### src/rtl/i2s_tdm_axis_rx.sv
// rtl/i2s_tdm_axis_rx.sv - I2S/TDM serial audio receiver with frame-atomic AXI4-Stream output
// Optional I2S_RX_CH_TAG_EN adds m_axis_tuser carrying the slot index of each beat.
module i2s_tdm_axis_rx #(
    parameter int DATA_W     = 24,
    parameter int SLOT_W     = 32,
    parameter int NUM_CH     = 2,
    parameter int TDM_MODE   = 0,
    parameter int FIFO_DEPTH = 16
) (
    input  logic        m_axis_aclk,
    input  logic        m_axis_areset,
    input  logic        bclk,
    input  logic        lrclk,
    input  logic        sdata,
    output logic        m_axis_tvalid,
    output logic [31:0] m_axis_tdata,
    output logic        m_axis_tlast,
    input  logic        m_axis_tready,
`ifdef I2S_RX_CH_TAG_EN
    output logic [3:0]  m_axis_tuser,
`endif
    output logic        overflow,
    output logic        frame_err
);

    localparam int AW = $clog2(FIFO_DEPTH);
    localparam int PW = AW + 1;
    localparam int BW = $clog2(SLOT_W) + 1;
`ifdef I2S_RX_CH_TAG_EN
    localparam int EW = DATA_W + 5;
`else
    localparam int EW = DATA_W + 1;
`endif

    typedef enum logic {HUNT, RUN} state_t;

    state_t state_q, state_d;

    logic [2:0]        bclk_sr;
    logic [1:0]        lr_sr;
    logic [1:0]        sd_sr;
    logic              strobe, lr_s, sd_s;
    logic              primed, lr_prev;
    logic [BW-1:0]     bit_cnt;
    logic [4:0]        slot_cnt;
    logic [DATA_W-1:0] sample;
    logic              wr_req, wr_last;
`ifdef I2S_RX_CH_TAG_EN
    logic [3:0]        wr_slot;
`endif
    logic              lr_changed, bound0, bound1, at_wrap, cap_bit, last_cap, in_run;
    logic              short_err, long_err, wr_go;
    logic              full, do_wr, ovf_hit, rollback, overflow_d, frame_err_d;
    logic [PW-1:0]     spec_wr, com_wr, rd_ptr;
    logic [EW-1:0]     mem [FIFO_DEPTH];
    logic [EW-1:0]     wr_entry, rd_entry;

    assign strobe = bclk_sr[1] & ~bclk_sr[2];
    assign lr_s   = lr_sr[1];
    assign sd_s   = sd_sr[1];

    always_ff @(posedge m_axis_aclk or posedge m_axis_areset) begin
        if (m_axis_areset) begin
            bclk_sr <= '0;
            lr_sr   <= '0;
            sd_sr   <= '0;
        end else begin
            bclk_sr <= {bclk_sr[1:0], bclk};
            lr_sr   <= {lr_sr[0], lrclk};
            sd_sr   <= {sd_sr[0], sdata};
        end
    end

    // The first strobe after reset only primes lr_prev so a static lrclk level is not mistaken for an edge.
    assign lr_changed = strobe & primed & (lr_s != lr_prev);
    assign bound0     = lr_changed & ((TDM_MODE != 0) ? lr_s : ~lr_s);
    assign bound1     = lr_changed & (TDM_MODE == 0) & lr_s;
    assign at_wrap    = (bit_cnt == BW'(SLOT_W - 1));
    assign cap_bit    = (bit_cnt < BW'(DATA_W));
    assign last_cap   = (bit_cnt == BW'(DATA_W - 1));
    assign in_run     = (state_q == RUN);
    assign short_err  = bound0 & in_run & (slot_cnt != 5'(NUM_CH - 1));
    assign long_err   = strobe & in_run & ~bound0 & ~bound1 & at_wrap & (slot_cnt == 5'(NUM_CH - 1));
    assign wr_go      = strobe & in_run & last_cap & ~short_err;

    always_ff @(posedge m_axis_aclk or posedge m_axis_areset) begin
        if (m_axis_areset) begin
            primed   <= 1'b0;
            lr_prev  <= 1'b0;
            bit_cnt  <= '0;
            slot_cnt <= '0;
            sample   <= '0;
            wr_req   <= 1'b0;
            wr_last  <= 1'b0;
`ifdef I2S_RX_CH_TAG_EN
            wr_slot  <= '0;
`endif
        end else begin
            wr_req <= wr_go;
            if (wr_go) begin
                wr_last <= (slot_cnt == 5'(NUM_CH - 1));
`ifdef I2S_RX_CH_TAG_EN
                wr_slot <= slot_cnt[3:0];
`endif
            end
            if (strobe) begin
                primed  <= 1'b1;
                lr_prev <= lr_s;
                if (cap_bit)
                    sample <= {sample[DATA_W-2:0], sd_s};
                // The bit carrying the lrclk change still belongs to the old slot.
                if (bound0) begin
                    bit_cnt  <= '0;
                    slot_cnt <= '0;
                end else if (bound1) begin
                    bit_cnt  <= '0;
                    slot_cnt <= 5'd1;
                end else if (at_wrap) begin
                    bit_cnt  <= '0;
                    slot_cnt <= slot_cnt + 5'd1;
                end else begin
                    bit_cnt  <= bit_cnt + BW'(1);
                end
            end
        end
    end

    assign full    = ((spec_wr - rd_ptr) == PW'(FIFO_DEPTH));
    assign do_wr   = wr_req & ~full;
    assign ovf_hit = wr_req & full;

    always_comb begin
        state_d     = state_q;
        rollback    = 1'b0;
        overflow_d  = 1'b0;
        frame_err_d = 1'b0;
        if (ovf_hit) begin
            state_d    = HUNT;
            rollback   = 1'b1;
            overflow_d = 1'b1;
        end else if (short_err) begin
            state_d     = RUN;
            rollback    = 1'b1;
            frame_err_d = 1'b1;
        end else if (long_err) begin
            state_d     = HUNT;
            rollback    = 1'b1;
            frame_err_d = 1'b1;
        end else if (bound0) begin
            state_d = RUN;
        end
    end

    always_ff @(posedge m_axis_aclk or posedge m_axis_areset) begin
        if (m_axis_areset) begin
            state_q   <= HUNT;
            overflow  <= 1'b0;
            frame_err <= 1'b0;
        end else begin
            state_q   <= state_d;
            overflow  <= overflow_d;
            frame_err <= frame_err_d;
        end
    end

    // Samples land at the speculative pointer; the reader only sees up to com_wr.
    always_ff @(posedge m_axis_aclk or posedge m_axis_areset) begin
        if (m_axis_areset) begin
            spec_wr <= '0;
            com_wr  <= '0;
            rd_ptr  <= '0;
        end else begin
            if (rollback) begin
                spec_wr <= com_wr;
            end else if (do_wr) begin
                spec_wr <= spec_wr + PW'(1);
                if (wr_last)
                    com_wr <= spec_wr + PW'(1);
            end
            if (m_axis_tvalid && m_axis_tready)
                rd_ptr <= rd_ptr + PW'(1);
        end
    end

`ifdef I2S_RX_CH_TAG_EN
    assign wr_entry = {wr_slot, wr_last, sample};
`else
    assign wr_entry = {wr_last, sample};
`endif

    always_ff @(posedge m_axis_aclk) begin
        if (do_wr)
            mem[spec_wr[AW-1:0]] <= wr_entry;
    end

    assign m_axis_tvalid = (com_wr != rd_ptr);
    assign rd_entry      = mem[rd_ptr[AW-1:0]];

    always_comb begin
        m_axis_tdata = '0;
        m_axis_tlast = 1'b0;
`ifdef I2S_RX_CH_TAG_EN
        m_axis_tuser = '0;
`endif
        if (m_axis_tvalid) begin
            m_axis_tdata = 32'(rd_entry[DATA_W-1:0]) << (32 - DATA_W);
            m_axis_tlast = rd_entry[DATA_W];
`ifdef I2S_RX_CH_TAG_EN
            m_axis_tuser = rd_entry[DATA_W+4:DATA_W+1];
`endif
        end
    end

endmodule

### config.mk
export PLATFORM = sky130hd
export DESIGN_NAME = i2s_tdm_axis_rx
export DESIGN_NICKNAME = d
export VERILOG_FILES = /design/src/rtl/i2s_tdm_axis_rx.sv
export SDC_FILE = /design/constraint.sdc
export NUM_CORES = 1
export LEC_CHECK = 0
export BUFFER_PORTS_ARGS = -buffer_cell sky130_fd_sc_hd__buf_2
export CAP_MARGIN = 20
export CORE_MARGIN = 2
export CORE_UTILIZATION = 45
export DETAILED_ROUTE_END_ITERATION = 12
export GPL_TIMING_DRIVEN = 0
export HOLD_SLACK_MARGIN = 0.1
export SYNTH_ARGS = -nofsm -noshare
export SYNTH_HDL_FRONTEND = slang
export SYNTH_SLANG_ARGS = --single-unit
### constraint.sdc
create_clock -name m_axis_aclk -period 4.6 [get_ports m_axis_aclk]
set_clock_uncertainty 0.15 [all_clocks]
set_input_delay 0.92 -clock m_axis_aclk [delete_from_list [all_inputs] [get_ports m_axis_aclk]]
set_output_delay 0.92 -clock m_axis_aclk [all_outputs]
set_load 0.02 [all_outputs]
== After elaboration in Yosys (flattened, before gate mapping) ==
Memory sizes are Yosys's and may differ from the RTL's.
Cells that the tools add are included.

* Order comparisons: 1
* Reduce and logical (&&, ||, !) cells: 7
* Equal/unequal tests: 7
* Mux-type cells: 21
* $add $sub $neg: 5
* Bitwise gates (word level): 23

{| class="wikitable"
|+ Operator list
! operator !! number
|-
| two-way mux 32 bit || 1
|-
| two-way mux 5 bit || 5
|-
| two-way mux 6 bit || 3
|-
| bitwise AND 1 bit || 16
|-
| adder 5 x 1 -> 5 bit (second input constant) || 3
|-
| equality test 6 x 5 -> 1 bit (second input constant) || 2
|-
| two-way mux 1 bit || 12
|-
| NOT 1 bit || 7
|-
| adder 6 x 1 -> 6 bit (second input constant) || 1
|-
| < comparator 6 x 5 -> 1 bit (second input constant) || 1
|-
| equality test 5 x 1 -> 1 bit (second input constant) || 1
|-
| equality test 5 bit (second input constant) || 1
|-
| != test 5 x 1 -> 1 bit (second input constant) || 1
|-
| != test 5 bit || 1
|-
| subtractor 5 bit || 1
|-
| AND reduction 2 bit || 2
|-
| nonzero test 4 bit || 1
|-
| AND reduction 3 bit || 1
|-
| nonzero test 3 bit || 1
|-
| nonzero test 2 bit || 1
|-
| logical AND 1 bit || 1
|-
| != test 1 bit || 1
|}

* Memories kept: 1
* Output and inout port bits: 36
* Flip-flop bits (word level): 64
* RAM bits: 400
* Input bits: 6

{| class="wikitable"
|+ Memory list
! memory !! depth !! width !! rd ports !! clocked after memory_dff !! write ports !! line !! source
|-
| mem || 16 || 25 || 1 || 0 || 1 || 55 || <nowiki>logic [EW-1:0] mem [FIFO_DEPTH];</nowiki>
|}

== Logic depth before layout (Yosys ltp) ==
* Depth after elaboration: 15
* Depth in mapped cells: 9
* Depth with buffers taken out: 7

== Least setup slack after synthesis ==
OpenSTA, ideal clock, no wires.

* Kind: flip-flop to flip-flop
* Start point: register rd_ptr[2]
* End point: memory mem[3][0] (netlist bit) (enable)
* Setup slack: 0.211 ns
* Cell stages (with the launch flop): 10
* Arrival time: 3.801 ns
* Buffers on the path: 2
* Data required time: 4.012 ns
* Cell sequence: dfrtp_1 > buf_2 > inv_2 > buf_1 > ha_1 > inv_1 > o211ai_1 > a211oi_4 > or2_2 > nor3_1

* Longest elaborated chain between the ends: 6

{| class="wikitable"
|+ Ends and longest elaborated chain
! item !! line !! source
|-
| from (decl) || 54 || <nowiki>logic [PW-1:0] spec_wr, com_wr, rd_ptr;</nowiki>
|-
| from (signal assigned) || 181 || <nowiki>rd_ptr <= rd_ptr + PW'(1);</nowiki>
|-
| subtractor 5 bit || 128 || <nowiki>assign full = ((spec_wr - rd_ptr) == PW'(FIFO_DEPTH));</nowiki>
|-
| equality test 5 bit || 128 ||
|-
| NOT 1 bit || 129 || <nowiki>assign do_wr = wr_req & ~full;</nowiki>
|-
| bitwise AND 1 bit || 129 ||
|-
| two-way mux 1 bit || 192 || <nowiki>if (do_wr)</nowiki>
|-
| two-way mux 1 bit (not written as such) || 193 || <nowiki>mem[spec_wr[AW-1:0]] <= wr_entry;</nowiki>
|-
| to (decl) || 55 ||
|}

Every way passes these cells.

== Final worst setup path ==
* Start point: register rd_ptr[3]
* End point: memory mem[1][18] (netlist bit) (enable)

Same word-level chain as after synthesis.

==> flow_summary.json <==
{
  "outcome": "complete, no violations",
  "cts.path.max_buffers": 3,
  "rsz0062_at_grt": "false",
  "grt_usage_pct": 19.6,
  "worst-path-buf-inv": 5,
  "fmaxAchievable_mhz": 230,
  "cts_root_buf": "clkbuf_16",
  "dp_hpwl_mm": 25.1,
  "ant_nets": 0,
  "die-width_um": 206,
  "clk_latency_ns": 0.57,
  "r2r-start": "rd_ptr[3]",
  "synth_seq_area_share_pct": 74.1,
  "grt_max_degree": 65,
  "h-tree-depth": 2,
  "min_from": "sd_sr[0]",
  "avgViaCountPerCell": 5.55,
  "cp.required_ns": 4.71,
  "synth.most_common_cell": "edfxtp_1",
  "async_flop_share_pct": 13.8,
  "power_density_nw_per_um2": 567,
  "initialDrtViolationCount": 752,
  "crit_path_cell_trace": "clkbuf_1, inv_1, clkbuf_1, ha_1, nor2_1, xnor2_1, a211oi_4, nand3b_1, nor3_2, buf_6, buf_6",
  "synthFlopType": "edfxtp_1",
  "avgSynthCellArea_um2": 19.5,
  "wl_per_cell_um": 24.7,
  "grt_pass1_vias": 9126,
  "gp_congestion": 0.752,
  "synth-edff-count": 400,
  "period_minus_slack_ns": 4.35,
  "core_um2": 40600,
  "drc": 0,
  "first_pass_iters": 5,
  "final-max-slew-violation-count": 0,
  "finalSetupViolCount": 0,
  "die_h_um": 206,
  "postCtsHoldBufs": 0,
  "fin_crit_sh_pct": 94.6,
  "synth.top_cells.by_area": "edfxtp_1, mux4_2, dfrtp_1",
  "area_growth_pct": 16.3,
  "multi_input_area_um2": 4610,
  "tritoncts": "done",
  "vias": 9023,
  "start_util_pct": 45.3,
  "grt_pass1_wl_mm": 59.1,
  "synth_top_area_share_pct": 65.4,
  "crit_family": "buffers and inverters",
  "crit_type": "reg2reg",
  "worst_slew_pin_slew_ns": 0.963,
  "n_fill_cell": 3206,
  "cts_buffers": 48,
  "ios": 42,
  "slowest_stage": "clkbuf_1",
  "syn_area_um2": 18400,
  "critPathLaunch": "rd_ptr[3]",
  "cp_slowest_stage_delay_ns": 0.59,
  "antenna_found_initial": 1,
  "ys_warn_count": 0,
  "worstSetupStartpointType": "flip-flop",
  "cp_max_fo": 10,
  "arrival_ns": 4.46,
  "fin_setup_tns_ns": 0,
  "drive_above_1_share_pct": 29.2,
  "maxCapViolations": 0,
  "cts.repair.resized": 1,
  "finalWirelength_mm": 40.1,
  "rows": 74,
  "worstSetupEndpointType": "flip-flop",
  "clock-sinks": 464,
  "hold_class": "reg2reg",
  "synth.distinct_cells": 49,
  "cts_setup_buffers": 0,
  "regArea_um2": 13600,
  "grt_overflow": 0,
  "synth_common_cells": "edfxtp_1, mux4_2, nand2_1, dfrtp_1, mux2_2",
  "slew_headroom_pct": 35.8,
  "antenna_cells": 0,
  "nets": 1071,
  "p_leak_nw": 7.36,
  "ys_seq_elements": 464,
  "finalHoldViolCount": 0,
  "dieArea_um2": 42500,
  "vdd.ir_drop.worst_mv": 0.315,
  "clk_pin_slew_ns": 0.06,
  "finalPower_w": 0.0121,
  "synthCells": 940,
  "synth_top_cell_by_area": "edfxtp_1",
  "io_buffers": 33
}
## logic make-up (layout without fill, tap and decap cells)
family                   after synthesis  in the layout  synth area share, %
flip-flops                           464            464                 74.1
AND/OR/NAND/NOR                      167            167                 4.62
multiplexers                         159            159                 15.7
buffers and inverters                 66            212                 1.67
AO/OA/AOI/OAI                         50             50                 2.10
XOR/XNOR                              21             21                 1.00
adder cells (fa/ha/maj)               12             12                0.817
other                                  1              8               0.0204
## stage by stage
stage	std cells	area [um^2]	hold slack, ns	utilization (%)	setup WS, ns
CTS	1625	21400	0.198	52.7	0.0124
detailed placement	1535	19800	0.185	48.8	0.00571
floorplan	947	18400	0.181	-	0.211
global route	1625	21400	0.204	52.7	0.0169
global placement	1512	19200	0.186	47.4	-2.52
finish	1625	21400	0.198	52.7	0.250
## state kept, by name, summed over array words and instances, names as in the netlist, 3 cells and up
register,flops
mem,400
sample,24
bit_cnt,6
com_wr,5
rd_ptr,5
slot_cnt,5
spec_wr,5
bclk_sr,3
## power by group
group | internal [W] | leakage, nW | switching (W)
registers | 0.00494 | 4.41 | 0.000310
clock network | 0.00223 | 0.779 | 0.00158
logic | 0.00125 | 2.18 | 0.00180
## final timing paths
kind	to	slack [ns]	depth (start not counted)
setup / recovery	mem[1][18]	0.25	11
hold / removal	sd_sr[1]	0.20	0
setup reg to reg	mem[1][18]	0.25	11
hold reg to reg	sd_sr[1]	0.20	0
max in group asynchronous	sample[18]	3.39	2
min in group asynchronous	com_wr[0]	0.39	2
## cells in the final DEF, fill, tap and decap left out, types with 9 or more instances in the layout
master / n
a211oi_1: 26
and3_1: 27
buf_2: 50
buf_4: 10
clkbuf_1: 29
clkbuf_16: 50
clkinv_2: 12
dfrtp_1: 64
edfxtp_1: 400
ha_1: 12
inv_1: 9
mux2_2: 32
mux2i_1: 26
mux4_2: 100
nand2_1: 68
nand3_1: 10
nor2_1: 14
nor2_4: 12
xnor2_1: 11
xor2_1: 10
## per-layer routing
layer	track usage, %	vias up	wire (um)
li1	-	3977	-
met1	27.7	4708	17400
met2	31.0	271	19200
met3	4.01	67	2410
met4	5.74	0	1030
met5	0	-	0
## area by class of cell
class | count | share of cell area (%)
Multi-Input combinational cell | 417 | 21.6
Timing Repair Buffer | 56 | 2.81
Tap cell | 532 | 3.11
Clock inverter | 25 | 0.872
Clock buffer | 65 | 6.49
Buffer | 54 | 1.24
Inverter | 12 | 0.222
Sequential cell | 464 | 63.7
(Power assumes the default switching activity.)
